[src/rtl/divider_pkg.sv]
// Shared definitions for the restoring divider: default operand width and FSM state encodings.
package divider_pkg;

  localparam int DIV_WIDTH = 5;

  typedef enum logic [1:0] {
    IDLE = 2'd0,
    CALC = 2'd1,
    DONE = 2'd2
  } div_state_e;

endpackage

[src/rtl/divider_5bits_trial_subtractor.sv]
// Trial subtraction for one restoring step, built as a ripple chain of full adders.
// a - b is computed as a + ~b + 1; the final carry-out is high when no borrow occurred.

module fullAdder (
  input  logic a,
  input  logic b,
  input  logic cin,
  output logic sum,
  output logic cout
);

  assign sum  = a ^ b ^ cin;
  assign cout = (a & b) | (a & cin) | (b & cin);

endmodule

module trial_subtractor
  import divider_pkg::*;
#(
  parameter int WIDTH = DIV_WIDTH
) (
  input  logic [WIDTH:0] minuend,
  input  logic [WIDTH:0] subtrahend,
  output logic [WIDTH:0] difference,
  output logic           no_borrow
);

  logic [WIDTH+1:0] carry;

  assign carry[0] = 1'b1;

  for (genvar i = 0; i <= WIDTH; i++) begin : g_chain
    fullAdder u_fa (
      .a    (minuend[i]),
      .b    (~subtrahend[i]),
      .cin  (carry[i]),
      .sum  (difference[i]),
      .cout (carry[i+1])
    );
  end

  assign no_borrow = carry[WIDTH+1];

endmodule

[src/rtl/divider_5bits.sv]
// Sequential restoring divider: one quotient bit per clock, WIDTH iterations per division.
// A zero divisor skips the iterations and reports all-ones quotient with the dividend as remainder.
module divider_5bits
  import divider_pkg::*;
#(
  parameter int WIDTH = DIV_WIDTH
) (
  input  logic             clk,
  input  logic             rst_n,
  input  logic             start,
  input  logic [WIDTH-1:0] dividend,
  input  logic [WIDTH-1:0] divisor,
  output logic             busy,
  output logic             done,
  output logic [WIDTH-1:0] quotient,
  output logic [WIDTH-1:0] remainder,
  output logic             div_by_zero
);

  localparam int CNT_W = (WIDTH > 1) ? $clog2(WIDTH) : 1;

  div_state_e       state_q, state_d;
  logic [CNT_W-1:0] count_q, count_d;
  logic [WIDTH-1:0] shift_q, shift_d;
  logic [WIDTH-1:0] divisor_q, divisor_d;
  logic [WIDTH:0]   part_q, part_d;
  logic [WIDTH-1:0] quot_q, quot_d;
  logic [WIDTH-1:0] rem_q, rem_d;
  logic             dbz_q, dbz_d;
  logic             zero_pend_q, zero_pend_d;

  logic [WIDTH:0]   shifted;
  logic [WIDTH:0]   trial_diff;
  logic             no_borrow;
  logic             part_msb_unused;

  // shift_q starts as the dividend and fills with quotient bits from the right as MSBs leave.
  // The restored partial remainder is always below the divisor, so its MSB is clear before each shift.
  assign shifted         = {part_q[WIDTH-1:0], shift_q[WIDTH-1]};
  assign part_msb_unused = part_q[WIDTH];

  trial_subtractor #(.WIDTH(WIDTH)) u_trial (
    .minuend    (shifted),
    .subtrahend ({1'b0, divisor_q}),
    .difference (trial_diff),
    .no_borrow  (no_borrow)
  );

  // Next-state logic: accept start in IDLE/DONE, iterate in CALC, publish results on entry to DONE.
  always_comb begin
    state_d     = state_q;
    count_d     = count_q;
    shift_d     = shift_q;
    divisor_d   = divisor_q;
    part_d      = part_q;
    quot_d      = quot_q;
    rem_d       = rem_q;
    dbz_d       = dbz_q;
    zero_pend_d = zero_pend_q;

    case (state_q)
      CALC: begin
        part_d  = no_borrow ? trial_diff : shifted;
        shift_d = {shift_q[WIDTH-2:0], no_borrow};
        if (count_q == '0) begin
          state_d = DONE;
          quot_d  = shift_d;
          rem_d   = part_d[WIDTH-1:0];
        end else begin
          count_d = count_q - 1'b1;
        end
      end
      default: begin
        if (zero_pend_q) begin
          state_d     = DONE;
          zero_pend_d = 1'b0;
          quot_d      = '1;
          rem_d       = shift_q;
          dbz_d       = 1'b1;
        end else if (start) begin
          shift_d   = dividend;
          divisor_d = divisor;
          part_d    = '0;
          dbz_d     = 1'b0;
          count_d   = CNT_W'(WIDTH - 1);
          if (divisor == '0) begin
            state_d     = IDLE;
            zero_pend_d = 1'b1;
          end else begin
            state_d = CALC;
          end
        end else begin
          state_d = IDLE;
        end
      end
    endcase
  end

  // All state and result registers, cleared by the synchronous active-low reset.
  always_ff @(posedge clk) begin
    if (!rst_n) begin
      state_q     <= IDLE;
      count_q     <= '0;
      shift_q     <= '0;
      divisor_q   <= '0;
      part_q      <= '0;
      quot_q      <= '0;
      rem_q       <= '0;
      dbz_q       <= 1'b0;
      zero_pend_q <= 1'b0;
    end else begin
      state_q     <= state_d;
      count_q     <= count_d;
      shift_q     <= shift_d;
      divisor_q   <= divisor_d;
      part_q      <= part_d;
      quot_q      <= quot_d;
      rem_q       <= rem_d;
      dbz_q       <= dbz_d;
      zero_pend_q <= zero_pend_d;
    end
  end

  assign busy        = (state_q == CALC);
  assign done        = (state_q == DONE);
  assign quotient    = quot_q;
  assign remainder   = rem_q;
  assign div_by_zero = dbz_q;

endmodule

[config.mk]
export PLATFORM = sky130hd
export DESIGN_NAME = divider_5bits
export DESIGN_NICKNAME = d
export VERILOG_FILES = /design/src/rtl/divider_pkg.sv /design/src/rtl/divider_5bits_trial_subtractor.sv /design/src/rtl/divider_5bits.sv
export SDC_FILE = /design/constraint.sdc
export NUM_CORES = 1
export LEC_CHECK = 0
export CAP_MARGIN = 5
export CORE_MARGIN = 5
export CORE_UTILIZATION = 55
export DETAILED_ROUTE_END_ITERATION = 10
export HOLD_SLACK_MARGIN = 0.12
export MAX_ROUTING_LAYER = met4
export PLACE_DENSITY_LB_ADDON = 0.1
export SYNTH_ARGS = -nofsm -noshare
export SYNTH_HDL_FRONTEND = slang
export SYNTH_SLANG_ARGS = --single-unit
[constraint.sdc]
create_clock -name clk -period 4.5 [get_ports clk]
set_input_delay 1.125 -clock clk [delete_from_list [all_inputs] [get_ports clk]]
set_output_delay 1.125 -clock clk [all_outputs]
set_load 0.1 [all_outputs]
# --- After elaboration in Yosys (flattened, before gate mapping) ---
# Index checks and enable logic that the tools add are counted.
classes:
  n_addsub: 1
  eq_ne: 5
  n_mux: 27
  bitwise_logic: 43
  n_reduce_logical: 10
op_table:
  columns: ["op", "count"]
  rows:
  - ["$mux 5", 13]
  - ["$and 1x1->1", 14]
  - ["$mux 3", 4]
  - ["$or 1x1->1", 12]
  - ["$xor 1x1->1", 9]
  - ["$mux 2", 4]
  - ["$not 1->1", 8]
  - ["$mux 1", 6]
  - ["$reduce_and 2->1", 3]
  - ["$reduce_and 3->1", 2]
  - ["$reduce_bool 2->1", 3]
  - ["$logic_not 5->1", 1]
  - ["$ne 2x2->1 const B", 2]
  - ["$logic_not 3->1", 1]
  - ["$sub 3x1->3 const B", 1]
  - ["$eq 2x1->1 const B", 1]
  - ["$eq 2x2->1 const B", 1]
  - ["$ne 2x1->1 const B", 1]
word_totals:
  reg_bits: 32
  in_bits: 13
  out_inout_bits: 13
  elab_cells: 95

# --- Logic depth before layout (Yosys ltp) ---
logic_depth:
  word_depth: 22
  mapped_depth: 12
  depth_no_buf: 11

# --- By module ---
# Synthesis repeated with hierarchy kept, for this count alone.
unflattened:
  hier_cells: 156
  area_unflattened_um2: 1576.5
by_module_without_submodules:
  columns: ["module", "instances", "cells_per_inst", "area_each_um2", "seq_area_each_um2"]
  rows:
  - ["divider_5bits", 1, 143, 1430.1, 640.6]
  - ["fullAdder", 6, 1, 20.0, 0.0]
  - ["trial_subtractor", 1, 7, 26.3, 0.0]

# --- Worst setup path before layout ---
# No wires, ideal clock.
synth_timing:
  path_type: "flip-flop to flip-flop"
  startpoint: "reg shift_q[4]"
  endpoint: "reg rem_q[4] (netlist: remainder[4])"
  setup_ns: 0.122
  t_arrival_ns: 2.707
  required_ns: 4.378
  setup_slack_ns: 1.671
  path_stages_with_launch: 13
  n_path_buf: 1
  period_less_slack_ns: 2.829
  cell_sequence: "dfxtp_1 inv_1 ha_1 fa_1 fa_1 fa_1 inv_1 fa_1 clkbuf_1 nor2_1 mux2_2 nand2_1 a31oi_1"
synth_via:
  elab_chain_cells: 21
  word_cells_on_any_way: 27
  cone_classes: "mux: 4; bitwise: 23"
synth_lines:
  columns: ["element", "line_no", "rtl"]
  rows:
  - ["from (decl)", "divider_5bits.sv:24", "logic [WIDTH-1:0] shift_q, shift_d;"]
  - ["from (signal assigned)", "divider_5bits.sv:114", "shift_q <= shift_d;"]
  - ["$and 1x1->1", "divider_5bits_trial_subtractor.sv:13", "assign cout = (a & b) | (a & cin) | (b & cin);"]
  - ["$or 1x1->1 (2 in series)", "divider_5bits_trial_subtractor.sv:13", null]
  - ["$and 1x1->1", "divider_5bits_trial_subtractor.sv:13", null]
  - ["$or 1x1->1 (2 in series)", "divider_5bits_trial_subtractor.sv:13", null]
  - ["$and 1x1->1", "divider_5bits_trial_subtractor.sv:13", null]
  - ["$or 1x1->1 (2 in series)", "divider_5bits_trial_subtractor.sv:13", null]
  - ["$and 1x1->1", "divider_5bits_trial_subtractor.sv:13", null]
  - ["$or 1x1->1 (2 in series)", "divider_5bits_trial_subtractor.sv:13", null]
  - ["$and 1x1->1", "divider_5bits_trial_subtractor.sv:13", null]
  - ["$or 1x1->1 (2 in series)", "divider_5bits_trial_subtractor.sv:13", null]
  - ["$and 1x1->1", "divider_5bits_trial_subtractor.sv:13", null]
  - ["$or 1x1->1 (2 in series)", "divider_5bits_trial_subtractor.sv:13", null]
  - ["$mux 5", "divider_5bits.sv:63", "part_d = no_borrow ? trial_diff : shifted;"]
  - ["$mux 5", "divider_5bits.sv:65", "if (count_q == '0) begin"]
  - ["$mux 5 *", "divider_5bits.sv:61", "case (state_q)"]
  - ["to (signal assigned)", "divider_5bits.sv:118", "rem_q <= rem_d;"]
  - ["to (decl)", "divider_5bits.sv:28", "logic [WIDTH-1:0] rem_q, rem_d;"]
# Mark *: on every way between the ends. The rest lies on a longest branch, timed or not. The select of a mux whose other input is x is not followed.
# A chain may end at the register's enable or synchronous reset.

# --- Final worst setup path ---
layout_timing:
  startpoint: "reg state_q[1]"
  endpoint: "out busy"
layout_via:
  elab_chain_cells: 1
layout_lines:
  columns: ["element", "line_no", "rtl"]
  rows:
  - ["from (decl)", "divider_5bits.sv:22", "div_state_e state_q, state_d;"]
  - ["from (signal assigned)", "divider_5bits.sv:112", "state_q <= state_d;"]
  - ["$eq 2x1->1", "divider_5bits.sv:124", "assign busy = (state_q == CALC);"]
  - ["to (decl)", "divider_5bits.sv:13", "output logic busy,"]
# No other way between the ends.

==> run_results.csv <==
group,metric,value,unit
outcome,status,"complete, no violations",
timing,slew_viol_final,0,
placed_design,dp_hpwl,2.31,mm
synthesis,synth-seq-cells,32,
finish,antenna_cells,0,
synthesis,yosys.area.top_type_share,42.6,%
floorplanning,ios,26,
critical_path,cp.required,3.38,ns
synthesis,ys.flop_type,"dfxtp_1",
placed_design,portBuffers,25,
pwr,p_per_area,379,mW/mm²
run,maxCapViolations,0,
synthesis,synthAdderAreaFrac,7.83,%
clocking,clockBufferDepth,2,
clocking,cts_hold_buf,0,
timing,final.min_clock_period,3.63,ns
grt,grt_overflow,0,
synthesis,ys_top_cells_by_area,"dfxtp_1 (43%), nand2_1 (7.5%), fa_1 (5.3%)",
pwr,p_comb_share,30.3,%
timing,final_hold_viol_count,0,
synthesis,synth-edff-count,0,
critical_path,endpoint,"busy",
critical_path,reg2regPathDepth,11,
detailed_routing,first_pass_iters,4,
synthesis,synth_top_area_cell,"dfxtp_1",
critical_path,path_cells,"nand2b_1, inv_4, clkdlybuf4s50_1",
synthesis,synth-compound-area-share,24.6,%
pwr,p_sw,0.000245,W
detailed_routing,vias_per_cell,5.68,
timing,fmax,276,MHz
critical_path,reg2reg_slack,1.51,ns
clocking,post-cts-setup-buffer-count,0,
finish,final_area,0.00178,mm²
floorplanning,die_y,62.3,µm
grt,antenna_found_initial,0,
detailed_routing,drt-total-wl,3.07,mm
floorplanning,row_count,19,
timing,fin_skew,0.0112,ns
detailed_routing,detail-route-antenna-nets,0,
critical_path,endpoint_kind,"primary output",
synthesis,synth.mux.area_fraction,0.749,%
clocking,cts_root_buf,"clkbuf_4",
synthesis,synthCells,164,
timing,rsz0062_at_grt,"no",
detailed_routing,first_iter_violations,42,
detailed_routing,wl_per_cell,14.1,µm
critical_path,cp_slowest_cell,"clkdlybuf4s50_1",
timing,totalNegativeSetupSlack,0,ns
timing,finalSetupViolations,0,
clocking,clk_pin_slew_worst_paths,0.10,ns
synthesis,synthArstFlopShare,0,%
placed_design,place_congestion,0.855,
timing,fin_crit_sh,80.6,%
finish,area_growth,18.3,%
pwr,seqPwrFrac,47.7,%
floorplanning,core_area,0.00269,mm²
clocking,cts_inserted_buffers,5,
pwr,p_int,0.000429,W
synthesis,synth_xor_area_share,0,%
floorplanning,chipWidth,62.3,µm
synthesis,yosysSeqAreaShare,42.6,%
hold_path,hp-class,"flip-flop to flip-flop",
grt,grt_start_max_net_pins,33,
finish,layout-drive-gt1-share,8.56,%
critical_path,cpPeakStageDelay,1.17,ns
synthesis,synthesis.nets,184,
floorplanning,dieArea,0.00388,mm²
critical_path,arrival,2.50,ns
hold_path,hp-start,"divisor_q[0]$_SDFFE_PN0P_",
grt,grt_pass1_wl,5.22,mm
critical_path,r2r_start,"shift_q[4]$_SDFFE_PN0P_",
grt,grt.total_usage,16.9,%
clocking,cts.sinks,32,
timing,tightest_slew,0.969,ns
synthesis,yosysUniqueCellTypes,36,
floorplanning,initial_core_util,55.9,%
pwr,clockPowerShare,21.9,%
critical_path,path_max_fanout,17,
critical_path,start_kind,"flip-flop",
critical_path,timing.critical_path.from,"state_q[1]$_SDFFE_PN0P_",
critical_path,rr_endpoint,"part_q[1]$_SDFFE_PN0P_",
critical_path,critPathKind,"flip-flop to primary output",
pwr,cellLeakagePower,0.703,nW
clocking,cts_resized,0,
pwr,ir_drop,0.287,mV
timing,slew_headroom,35.2,%
detailed_routing,drc,0,
clocking,cts_tree,"yes",
synthesis,syn-mean-instance-area,9.16,µm²
synthesis,synth_top_family_by_area,"compound AO/OA/AOI/OAI gates",
placed_design,dpl-instance-area,0.00173,mm²
synthesis,synth-simple-area-share,17.6,%
synthesis,yosysWarningCount,0,
clocking,insertion_delay,0.33,ns
pwr,sw_frac_of_total,36.4,%
detailed_routing,vias,1239,
finish,layout.nets,207,
clocking,cts_htree_levels,2,
synthesis,netlist_area,0.00150,mm²
grt,grt_pass1_vias,1198,
## critical path: cells and delay by family, from the launching register on
kind / cells / cell delay (ns)
simple gates: 1 / 0.39
flops: 1 / 0.32
buf+inv: 2 / 1.47
## cell type report
| class | count | area, µm² |
|---|---|---|
| Clock inverter | 1 | 5.00 |
| Tap cell | 31 | 38.8 |
| Timing Repair Buffer | 25 | 250 |
| Multi-Input combinational cell | 113 | 762 |
| Inverter | 10 | 40.0 |
| Fill cell | 240 | 908 |
| Clock buffer | 6 | 41.3 |
| Sequential cell | 32 | 641 |
## cells in the mapped netlist, drive strengths merged, types with 4 or more instances
library cell and instances:
dfxtp 32, o21ai 15, o221a 4, and2 4
inv 10, nand2 30, o211a 4, a31oi 8
clkbuf 5, nor2 6, nand3 4, a21boi 8
fa 4, o311ai 4
## placed cells by master, fill, tap and decap left out, drive strengths merged
cell           Yosys  final
clkbuf             5      6
nand2             30     30
ha                 3      3
nor2               6      6
and2               4      4
inv               10     10
or4                1      1
clkinv             0      1
nand3              4      4
o31ai              1      1
nor2b              2      2
fa                 4      4
o21a               3      3
and3               2      2
o21ai             15     15
nor3               1      1
a21oi              1      1
nand2b             3      3
clkdlybuf4s50      1     25
and2b              1      1
a211oi             1      1
nand4bb            1      1
mux2               1      1
a31oi              8      8
o211a              4      4
o311ai             4      4
dfxtp             32     32
o32a               1      1
o221a              4      4
a21boi             8      8
## worst min path at each step
| stage | to | slack, ns | depth (start not counted) |
|---|---|---|---|
| after floorplan | divisor_q[4]$_SDFFE_PN0P_ | 0.44 | 2 |
| after global placement | divisor_q[4]$_SDFFE_PN0P_ | 0.47 | 2 |
| after detailed placement | divisor_q[0]$_SDFFE_PN0P_ | 0.47 | 2 |
| after CTS | divisor_q[0]$_SDFFE_PN0P_ | 0.49 | 2 |
| after global routing | divisor_q[4]$_SDFFE_PN0P_ | 0.52 | 2 |
| final | divisor_q[0]$_SDFFE_PN0P_ | 0.49 | 2 |
## routing by layer
| metal | vias to the layer above | GRT usage [%] | share of wire, % |
|---|---|---|---|
| li1 | 624 | - | - |
| met1 | 579 | 18.6 | 44 |
| met2 | 30 | 27.5 | 48 |
| met3 | 6 | 6.31 | 6.4 |
| met4 | 0 | 7.16 | 2.0 |
| met5 | - | - | 0 |
## cell families (layout without fill, tap and decap cells)
family          count (synthesis)  count (layout)
compound gates                 50              50
simple gates                   55              55
fa+ha+maj                       7               7
flops                          32              32
buf+inv                        19              42
mux                             1               1
## stage by stage
| step | power, W | worst slack, ns | hold WS (ns) | instances | util (%) |
|---|---|---|---|---|---|
| final | 0.000675 | 0.872 | 0.486 | 218 | 66.2 |
| after floorplan | 0.000486 | 1.67 | 0.443 | 164 | - |
| after global routing | 0.000714 | 0.729 | 0.521 | 218 | 66.2 |
| after CTS | 0.000684 | 0.849 | 0.490 | 218 | 66.2 |
| after global placement | 0.000528 | 1.24 | 0.465 | 211 | 64.5 |
| after detailed placement | 0.000534 | 1.22 | 0.475 | 211 | 64.5 |
## power groups by stage
| stage | combinational, W | clock, W | sequential [W] |
|---|---|---|---|
| after floorplan | 0.0000975 | 0 | 0.000388 |
| after global placement | 0.000201 | 0 | 0.000327 |
| after detailed placement | 0.000205 | 0 | 0.000329 |
| after CTS | 0.000206 | 0.000156 | 0.000322 |
| after global routing | 0.000222 | 0.000167 | 0.000326 |
| final | 0.000205 | 0.000148 | 0.000322 |
## flip-flops by register name, summed over array words and instances (netlist names)
register,count
count_q,3
div_by_zero,1
divisor_q,5
part_q,5
quotient,5
remainder,5
shift_q,5
state_q,2
zero_pend_q,1
Power figures use the tool's default switching activity.
